**config.mk**
```make
export PLATFORM = sky130hd
export DESIGN_NAME = bless_inject_ni
export DESIGN_NICKNAME = d
export VERILOG_FILES = /design/src/rtl/bless_inject_ni_pkg.sv /design/src/rtl/bless_flit_fifo.sv /design/src/rtl/bless_inject_ni.sv
export SDC_FILE = /design/constraint.sdc
export NUM_CORES = 1
export LEC_CHECK = 0
export ABC_AREA = 1
export BUFFER_PORTS_ARGS = -buffer_cell sky130_fd_sc_hd__buf_2
export CAP_MARGIN = 20
export CELL_PAD_IN_SITES_DETAIL_PLACEMENT = 2
export CELL_PAD_IN_SITES_GLOBAL_PLACEMENT = 2
export CORE_AREA = 5 5 175 177
export DETAILED_ROUTE_END_ITERATION = 16
export DIE_AREA = 0 0 180 182
export PLACE_DENSITY_LB_ADDON = 0.1
export SKIP_LAST_GASP = 1
export SLEW_MARGIN = 20
export SYNTH_ARGS = -nofsm -noshare
export SYNTH_HDL_FRONTEND = slang
export SYNTH_SLANG_ARGS = --single-unit
```
**constraint.sdc**
```tcl
create_clock -name clk -period 2.5 [get_ports clk]
set_input_delay 0.375 -clock clk [delete_from_list [all_inputs] [get_ports clk]]
set_output_delay 0.375 -clock clk [all_outputs]
set_load 0.005 [all_outputs]
```
**src/rtl/bless_inject_ni_pkg.sv**
```systemverilog
// Shared widths, control-word layout and queue entry format for the BLESS injection interface.
package bless_inject_ni_pkg;

  localparam int unsigned AddrN = 4;
  localparam int unsigned SeqN  = 4;
  localparam int unsigned AgeN  = 3;
  localparam int unsigned DataW = 16;

  // Control word, MSB first: {valid, seq, src, dest, age}
  localparam int unsigned AgeLsb   = 0;
  localparam int unsigned DestLsb  = AgeLsb + AgeN;
  localparam int unsigned SrcLsb   = DestLsb + AddrN;
  localparam int unsigned SeqLsb   = SrcLsb + AddrN;
  localparam int unsigned ValidBit = SeqLsb + SeqN;
  localparam int unsigned ControlW = ValidBit + 1;

  typedef struct packed {
    logic             valid;
    logic [SeqN-1:0]  seq;
    logic [AddrN-1:0] src;
    logic [AddrN-1:0] dest;
    logic [AgeN-1:0]  age;
  } ni_ctrl_t;

  typedef struct packed {
    logic [AddrN-1:0] dest;
    logic [SeqN-1:0]  seq;
    logic [DataW-1:0] data;
  } ni_entry_t;

  localparam int unsigned EntryW = $bits(ni_entry_t);

  typedef enum logic {
    StEmpty,
    StHold
  } stage_e;

  function automatic logic [AgeN-1:0] age_sat_inc(input logic [AgeN-1:0] age);
    return (&age) ? age : age + AgeN'(1);
  endfunction

endpackage

```
**src/rtl/bless_flit_fifo.sv**
```systemverilog
// Circular flit queue with synchronous active-low flush; no push bypass when full.
module bless_flit_fifo #(
  parameter int unsigned Depth = 8,
  parameter int unsigned Width = 24
) (
  input  logic                       clk_i,
  input  logic                       rst_ni,
  input  logic                       push_i,
  input  logic [Width-1:0]           wdata_i,
  input  logic                       pop_i,
  output logic [Width-1:0]           rdata_o,
  output logic                       full_o,
  output logic                       empty_o,
  output logic [$clog2(Depth):0]     count_o
);

  localparam int unsigned PtrW = $clog2(Depth);
  localparam int unsigned CntW = PtrW + 1;

  logic [Width-1:0] mem_q [Depth];
  logic [PtrW-1:0]  wptr_q, wptr_d;
  logic [PtrW-1:0]  rptr_q, rptr_d;
  logic [CntW-1:0]  count_q, count_d;
  logic             do_push, do_pop;

  assign full_o  = (count_q == CntW'(Depth));
  assign empty_o = (count_q == '0);
  assign count_o = count_q;
  assign rdata_o = mem_q[rptr_q];

  assign do_push = push_i && !full_o;
  assign do_pop  = pop_i && !empty_o;

  // Depth is a power of two, so pointers wrap naturally.
  always_comb begin
    wptr_d  = wptr_q + PtrW'(do_push);
    rptr_d  = rptr_q + PtrW'(do_pop);
    count_d = count_q + CntW'(do_push) - CntW'(do_pop);
  end

  always_ff @(posedge clk_i) begin
    if (!rst_ni) begin
      wptr_q  <= '0;
      rptr_q  <= '0;
      count_q <= '0;
    end else begin
      wptr_q  <= wptr_d;
      rptr_q  <= rptr_d;
      count_q <= count_d;
    end
  end

  always_ff @(posedge clk_i) begin
    if (do_push) begin
      mem_q[wptr_q] <= wdata_i;
    end
  end

endmodule

```
**src/rtl/bless_inject_ni.sv**
```systemverilog
// Node injection interface: queues core flits, stamps seq/src/age and offers them to the router.
module bless_inject_ni
  import bless_inject_ni_pkg::*;
#(
  parameter int unsigned NODE_ADDR = 0,
  parameter int unsigned DEPTH     = 8,
  parameter int unsigned CNT_W     = 16
) (
  input  logic                      clk,
  input  logic                      rst,
  input  logic                      in_valid,
  output logic                      in_ready,
  input  logic [AddrN-1:0]          in_dest,
  input  logic                      in_last,
  input  logic [DataW-1:0]          in_data,
  input  logic                      inj_ok,
  output logic [ControlW-1:0]       ci,
  output logic [DataW-1:0]          di,
  output logic [$clog2(DEPTH):0]    occupancy,
  output logic [CNT_W-1:0]          inj_cnt
);

  logic      fifo_full, fifo_empty;
  logic      push, pop, accept;
  ni_entry_t push_entry, head;
  ni_ctrl_t  ctrl;

  stage_e           st_q, st_d;
  ni_entry_t        stage_q, stage_d;
  logic [AgeN-1:0]  age_q, age_d;
  logic [SeqN-1:0]  seq_q, seq_d;
  logic [CNT_W-1:0] inj_cnt_q, inj_cnt_d;

  assign in_ready = rst && !fifo_full;
  assign push     = in_valid && in_ready;
  assign accept   = (st_q == StHold) && inj_ok;
  // Reload on the accept edge keeps injection back-to-back.
  assign pop      = !fifo_empty && ((st_q == StEmpty) || accept);

  assign push_entry = '{dest: in_dest, seq: seq_q, data: in_data};

  bless_flit_fifo #(
    .Depth (DEPTH),
    .Width (EntryW)
  ) u_fifo (
    .clk_i   (clk),
    .rst_ni  (rst),
    .push_i  (push),
    .wdata_i (push_entry),
    .pop_i   (pop),
    .rdata_o (head),
    .full_o  (fifo_full),
    .empty_o (fifo_empty),
    .count_o (occupancy)
  );

  always_comb begin
    st_d      = st_q;
    stage_d   = stage_q;
    age_d     = age_q;
    seq_d     = seq_q;
    inj_cnt_d = inj_cnt_q;

    if (push) begin
      seq_d = in_last ? '0 : seq_q + SeqN'(1);
    end

    if (accept) begin
      inj_cnt_d = inj_cnt_q + CNT_W'(1);
    end

    if (pop) begin
      st_d    = StHold;
      stage_d = head;
      age_d   = '0;
    end else if (accept) begin
      st_d    = StEmpty;
      stage_d = '0;
      age_d   = '0;
    end else if (st_q == StHold) begin
      age_d = age_sat_inc(age_q);
    end
  end

  always_ff @(posedge clk) begin
    if (!rst) begin
      st_q      <= StEmpty;
      stage_q   <= '0;
      age_q     <= '0;
      seq_q     <= '0;
      inj_cnt_q <= '0;
    end else begin
      st_q      <= st_d;
      stage_q   <= stage_d;
      age_q     <= age_d;
      seq_q     <= seq_d;
      inj_cnt_q <= inj_cnt_d;
    end
  end

  always_comb begin
    ctrl = '0;
    if (st_q == StHold) begin
      ctrl = '{valid: 1'b1, seq: stage_q.seq, src: AddrN'(NODE_ADDR), dest: stage_q.dest,
               age: age_q};
    end
  end

  assign ci      = ctrl;
  assign di      = stage_q.data;
  assign inj_cnt = inj_cnt_q;

endmodule
```
Word-level counts from Yosys, hierarchy flattened

Memory sizes are Yosys's and may differ from the RTL's. A register that Yosys moved wholly into a read port is not among the register bits.
Cells that the tools add are included.

Muxes and demuxes: 9
Equal/unequal tests: 1
$mul: 0
$add $sub $neg: 7
Div/mod/pow operators: 0
Bitwise gates (word level): 3
Shifts and indexed selects: 0
Order comparisons: 0
Reductions and logical operators: 14

Operator list:

| cell                                           | number |
|---|---|
| 2-to-1 mux 24 bit                              | 2 |
| adder 16 x 1 -> 16 bit (second input constant) | 1 |
| 2-to-1 mux 16 bit                              | 1 |
| adder 3 x 1 -> 3 bit                           | 2 |
| logical AND 1 bit                              | 6 |
| adder 4 x 1 -> 4 bit                           | 1 |
| adder 4 x 1 -> 4 bit (second input constant)   | 1 |
| == test 4 bit (second input constant)          | 1 |
| logical NOT 4 bit                              | 1 |
| 2-to-1 mux 1 bit                               | 4 |
| 2-to-1 mux 4 bit                               | 1 |
| subtractor 4 x 1 -> 4 bit                      | 1 |
| adder 3 x 1 -> 3 bit (second input constant)   | 1 |
| 2-to-1 mux 3 bit                               | 1 |
| inverter 1 bit                                 | 3 |
| AND reduction 3 bit                            | 1 |
| OR reduction 3 bit                             | 1 |
| logical NOT 1 bit                              | 2 |
| AND reduction 2 bit                            | 1 |
| nonzero test 2 bit                             | 1 |
| logical OR 1 bit                               | 1 |

Register bits after elaboration: 58
Bits of input ports: 25
Memories kept: 1
Memory bits (read-only): 0
Word-level logic and storage cells: 45
Bits in latches: 0
RAM bits: 192
Output and inout bits: 53

Memories:

| memory       | words | bits a word | rd ports | clocked after Yosys merged registers in | wr ports | RTL line              | source |
|---|---|---|---|---|---|---|---|
| u_fifo.mem_q | 8     | 24          | 1        | 1                                       | 1        | bless_flit_fifo.sv:20 | `logic [Width-1:0] mem_q [Depth];` |

Depth between registers and ports, before layout

Depth after elaboration: 7
Depth in mapped cells: 12
Mapped depth without buffers: 12

By module

Synthesis repeated with hierarchy kept, for this count alone.

Cells, all modules: 1228
Area, all modules: 11202.0 sq um

Modules (own cells, without submodules):

| module          | sequential area each (sq um) | area an instance (sq um) | cells each | times used |
|---|---|---|---|---|
| bless_flit_fifo | 5965.7                       | 8953.6                   | 913        | 1 |
| bless_inject_ni | 960.9                        | 2248.4                   | 315        | 1 |

Least setup slack after synthesis

OpenSTA, ideal clock, no wires.

Path type: register -> register
Start point: register u_fifo.count_q[2], in the netlist u_fifo.count_o[2]
End point: memory u_fifo.mem_q[0][0], enable pin
Cell stages (with the launch flop): 7
Setup slack: -98 ps
Clock period less this slack: 2598 ps
Arrival: 2193 ps
Path buffers: 0
Data required time: 2095 ps
Setup time: 405 ps
Cell sequence: dfxtp_1 -> inv_1 -> ha_1 -> a21oi_2 -> nand2_1 -> or2_1 -> nor2_1

Longest elaborated chain between the ends: 7

RTL lines:

| item                                   | RTL line              | source |
|---|---|---|
| start, declared                        | bless_flit_fifo.sv:23 | `logic [CntW-1:0] count_q, count_d;` |
| start signal, assigned                 | bless_flit_fifo.sv:49 | `count_q <= count_d;` |
| == test 4 bit                          | bless_flit_fifo.sv:26 | `assign full_o = (count_q == CntW'(Depth));` |
| logical NOT 1 bit                      | bless_inject_ni.sv:34 | `assign in_ready = rst && !fifo_full;` |
| logical AND 1 bit                      | bless_inject_ni.sv:34 |  |
| via in_ready                           | bless_inject_ni.sv:12 | `output logic in_ready,` |
| logical AND 1 bit                      | bless_inject_ni.sv:35 | `assign push = in_valid && in_ready;` |
| logical AND 1 bit                      | bless_flit_fifo.sv:31 | `assign do_push = push_i && !full_o;` |
| 2-to-1 mux 1 bit                       | bless_flit_fifo.sv:54 | `if (do_push) begin` |
| 2-to-1 mux 1 bit (implied by the code) | bless_flit_fifo.sv:55 | `mem_q[wptr_q] <= wdata_i;` |
| end, declared                          | bless_flit_fifo.sv:20 |  |

The timed path passes the listed nets, and every way through them passes these cells.

Worst setup path in the final report

Start point: register u_fifo.count_q[1], in the netlist u_fifo.count_o[1]
End point: register u_fifo.count_q[2], in the netlist u_fifo.count_o[2]

Longest elaborated chain between the ends: 7
Elaborated cells between the ends (all ways): 11
Those cells by class: add/sub (2); eq/ne (1); reduce/logical (8)

RTL lines:

| item                          | RTL line                                     | source |
|---|---|---|
| == test 4 bit                 | bless_flit_fifo.sv:26                        |  |
| logical NOT 1 bit             | bless_flit_fifo.sv:31, bless_inject_ni.sv:34 |  |
| logical AND 1 bit             | bless_inject_ni.sv:34                        |  |
| logical AND 1 bit             | bless_inject_ni.sv:35                        |  |
| logical AND 1 bit             | bless_flit_fifo.sv:31                        |  |
| adder 4 x 1 -> 4 bit          | bless_flit_fifo.sv:38                        | `count_d = count_q + CntW'(do_push) - CntW'(do_pop);` |
| subtractor 4 x 1 -> 4 bit (*) | bless_flit_fifo.sv:38                        |  |

Mark *: on every way between the ends. The rest lies on a longest branch, timed or not.
A chain may end at the register's enable or synchronous reset.

==> results.tsv <==
metric	value	unit
status	completed	
power_density	998	nW/um^2
core_area	29100	um^2
relSlewSlack	0.505	
netSwitchingFraction	0.315	
combPwrFrac	0.245	
cts-root-buf	clkbuf_16	
numClockSinks	250	
ys_ff_latch	250	
endpoint_kind	register	
clock_path_buffers	3	
seq_power_share	0.427	
slew_violations	0	
dp_slack	0.302	ns
gr-total-overflow	0	
synth_xor_area_frac	0.00430	
cellLeakagePower	4.45	nW
start_kind	register	
rsz0062_at_grt	false	
synth_compound_area_frac	0.0804	
worstPathRequired	2.93	ns
final_common_cell	nor2_1	
intPower	8.07	mW
initial_core_util	0.350	
postRouteAntennaNets	0	
fin_ws	0.313	ns
hpwl	17100	um
die_h	182	um
synthCells	936	
grtUsageMet2	0.298	
drt_iter0_markers	281	
seq_area_frac_synth	0.680	
syn-cell-area	10200	um^2
synth_cell_types	36	
track_usage	0.168	
fin_crit_sh	0.875	
crit_fanout	4	
wire_per_inst	19.5	um
synthMuxAreaShare	0	
grt_util_met3	0.0276	
grt_pass1_vias	7847	
met1_usage	0.217	
layout_common_cells	204 x nor2_1, 192 x edfxtp_1, 111 x nand2_1	
crit_type	reg2reg	
skew	0.0159	ns
drt_first_pass_iters	4	
fmax	0.457	GHz
syn2layout_area_growth	16.1	%
total_power	11.8	mW
portBuffers	73	
setup_viol	0	
cts_inserted_buffers	28	
finalHoldViolations	0	
hp-class	in2reg	
clock_latency	0.54	ns
antenna_found_initial	1	
post_drt_via_cell_ratio	4.96	
nets	1041	
fin_util	0.406	
die_w	180	um
diodes	0	
cts_hold_buf	0	
period_needed	2.19	ns
grt_max_degree	74	
stdcell_area	11800	um^2
ys_warn_count	0	
synthSimpleGateAreaFrac	0.157	
dpl_cell_area	11000	um^2
drive_above_1_share	0.151	
h-tree-depth	1	
cts_tree	built	
worstHoldPathCells	1	
cts_resized	0	
pin_count	78	
busiest_layer	met2	
drt-total-wl	27500	um
grt_pass1_wl	43900	um
irDropWorstVdd	0.424	mV
power_switching	3.72	mW
synthAdderAreaFrac	0.0192	
syn_area_per_cell	10.9	um^2
whs	0.125	ns
place_congestion	0.728	
design.die.area	32800	um^2
drc	0	
row_count	63	
clkPwrFrac	0.328	
drv_cap	0	
synth_top_family_by_area	simple AND/OR/NAND/NOR gates	
cp.arrival	2.62	ns
tightest_slew	0.742	ns
cts_setup_buffers	0	
num_vias	7007	
worst_r2r_path_depth	10	
cts.clk_slew.worst_paths	0.06	ns
==> cells in the mapped netlist, drive strengths merged <==
cell type	instances	share of area
fa	1	0.0020
nand3	56	0.028
clkbuf	18	0.0068
o211ai	24	0.018
o21ai	108	0.053
edfxtp	192	0.57
nor2	214	0.080
nor3b	1	0.00074
inv	55	0.020
nand4	5	0.0031
xor2	1	0.00086
and3	2	0.0012
conb	1	0.00037
nor3	2	0.00098
o21bai	1	0.00074
nor4	1	0.00061
buf	48	0.031
ha	14	0.017
dfxtp	58	0.11
a31oi	2	0.0012
xnor2	4	0.0034
a21oi	14	0.0073
nand2	112	0.042
or2	2	0.0012
==> layer usage <==
| layer | share of wire | wire (um) | vias to the layer above |
|---|---|---|---|
| li1 | - | - | 3308 |
| met1 | 0.46 | 12600 | 3562 |
| met2 | 0.49 | 13500 | 100 |
| met3 | 0.035 | 973 | 35 |
| met4 | 0.016 | 428 | 2 |
| met5 | 0.00047 | 13 | - |
==> power groups by stage <==
stage | clock network, mW | registers, mW | logic [mW]
floorplan | 0 | 5.02 | 2.12
global placement | 0 | 5.11 | 2.87
detailed placement | 0 | 5.13 | 2.96
CTS | 4.01 | 5.04 | 3.00
global route | 4.17 | 5.08 | 3.30
finish | 3.86 | 5.03 | 2.89
==> flip-flops by register name, indices dropped and copies added (netlist names) <==
signal	cells
u_fifo.count_o	4
age_q	3
st_q	1
inj_cnt	16
u_fifo.wptr_q	3
stage_q	8
u_fifo.rptr_q	3
u_fifo.mem_q	192
seq_q	4
di	16
==> path summary, 6_finish.rpt <==
kind	from	end	slack, ns
setup / recovery	u_fifo.count_o[1]	u_fifo.count_o[2]	0.31
hold / removal	in_data[2]	u_fifo.mem_q[5][2]	0.13
setup reg to reg	u_fifo.count_o[1]	u_fifo.count_o[2]	0.31
hold reg to reg	di[5]	di[5]	0.45
==> layout make-up <==
type	count	area (um^2)
Fill cell	3084	17300
Multi-Input combinational cell	568	2690
Clock inverter	9	67.6
Tap cell	390	488
Timing Repair Buffer	98	641
Clock buffer	43	788
Inverter	55	206
Sequential cell	250	6930
==> worst max-delay path: stages (launching register included) <==
cell and delay [ns]:
dfxtp_1 0.34, nor2_1 0.20, nand2_1 0.12, o21ai_2 0.13, inv_1 0.13, ha_1 0.30, inv_1 0.04, ha_1 0.22
fa_1 0.38, xnor2_1 0.16, nor2_1 0.05
==> metrics by stage <==
stage	instances	TNS (ns)
global route	1413	0
finish	1413	0
global placement	1361	0
floorplan	939	-13.95
CTS	1413	0
detailed placement	1361	0
==> kinds of logic (layout without fill, tap and decap cells) <==
logic type               Yosys count  count (layout)
flip-flops                       250             250
AO/OA/AOI/OAI                    149             149
other                              1               4
adder cells (fa/ha/maj)           15              15
AND/OR/NAND/NOR                  395             395
buffers and inverters            121             205
XOR/XNOR                           5               5
Power figures use the tool's default switching activity.
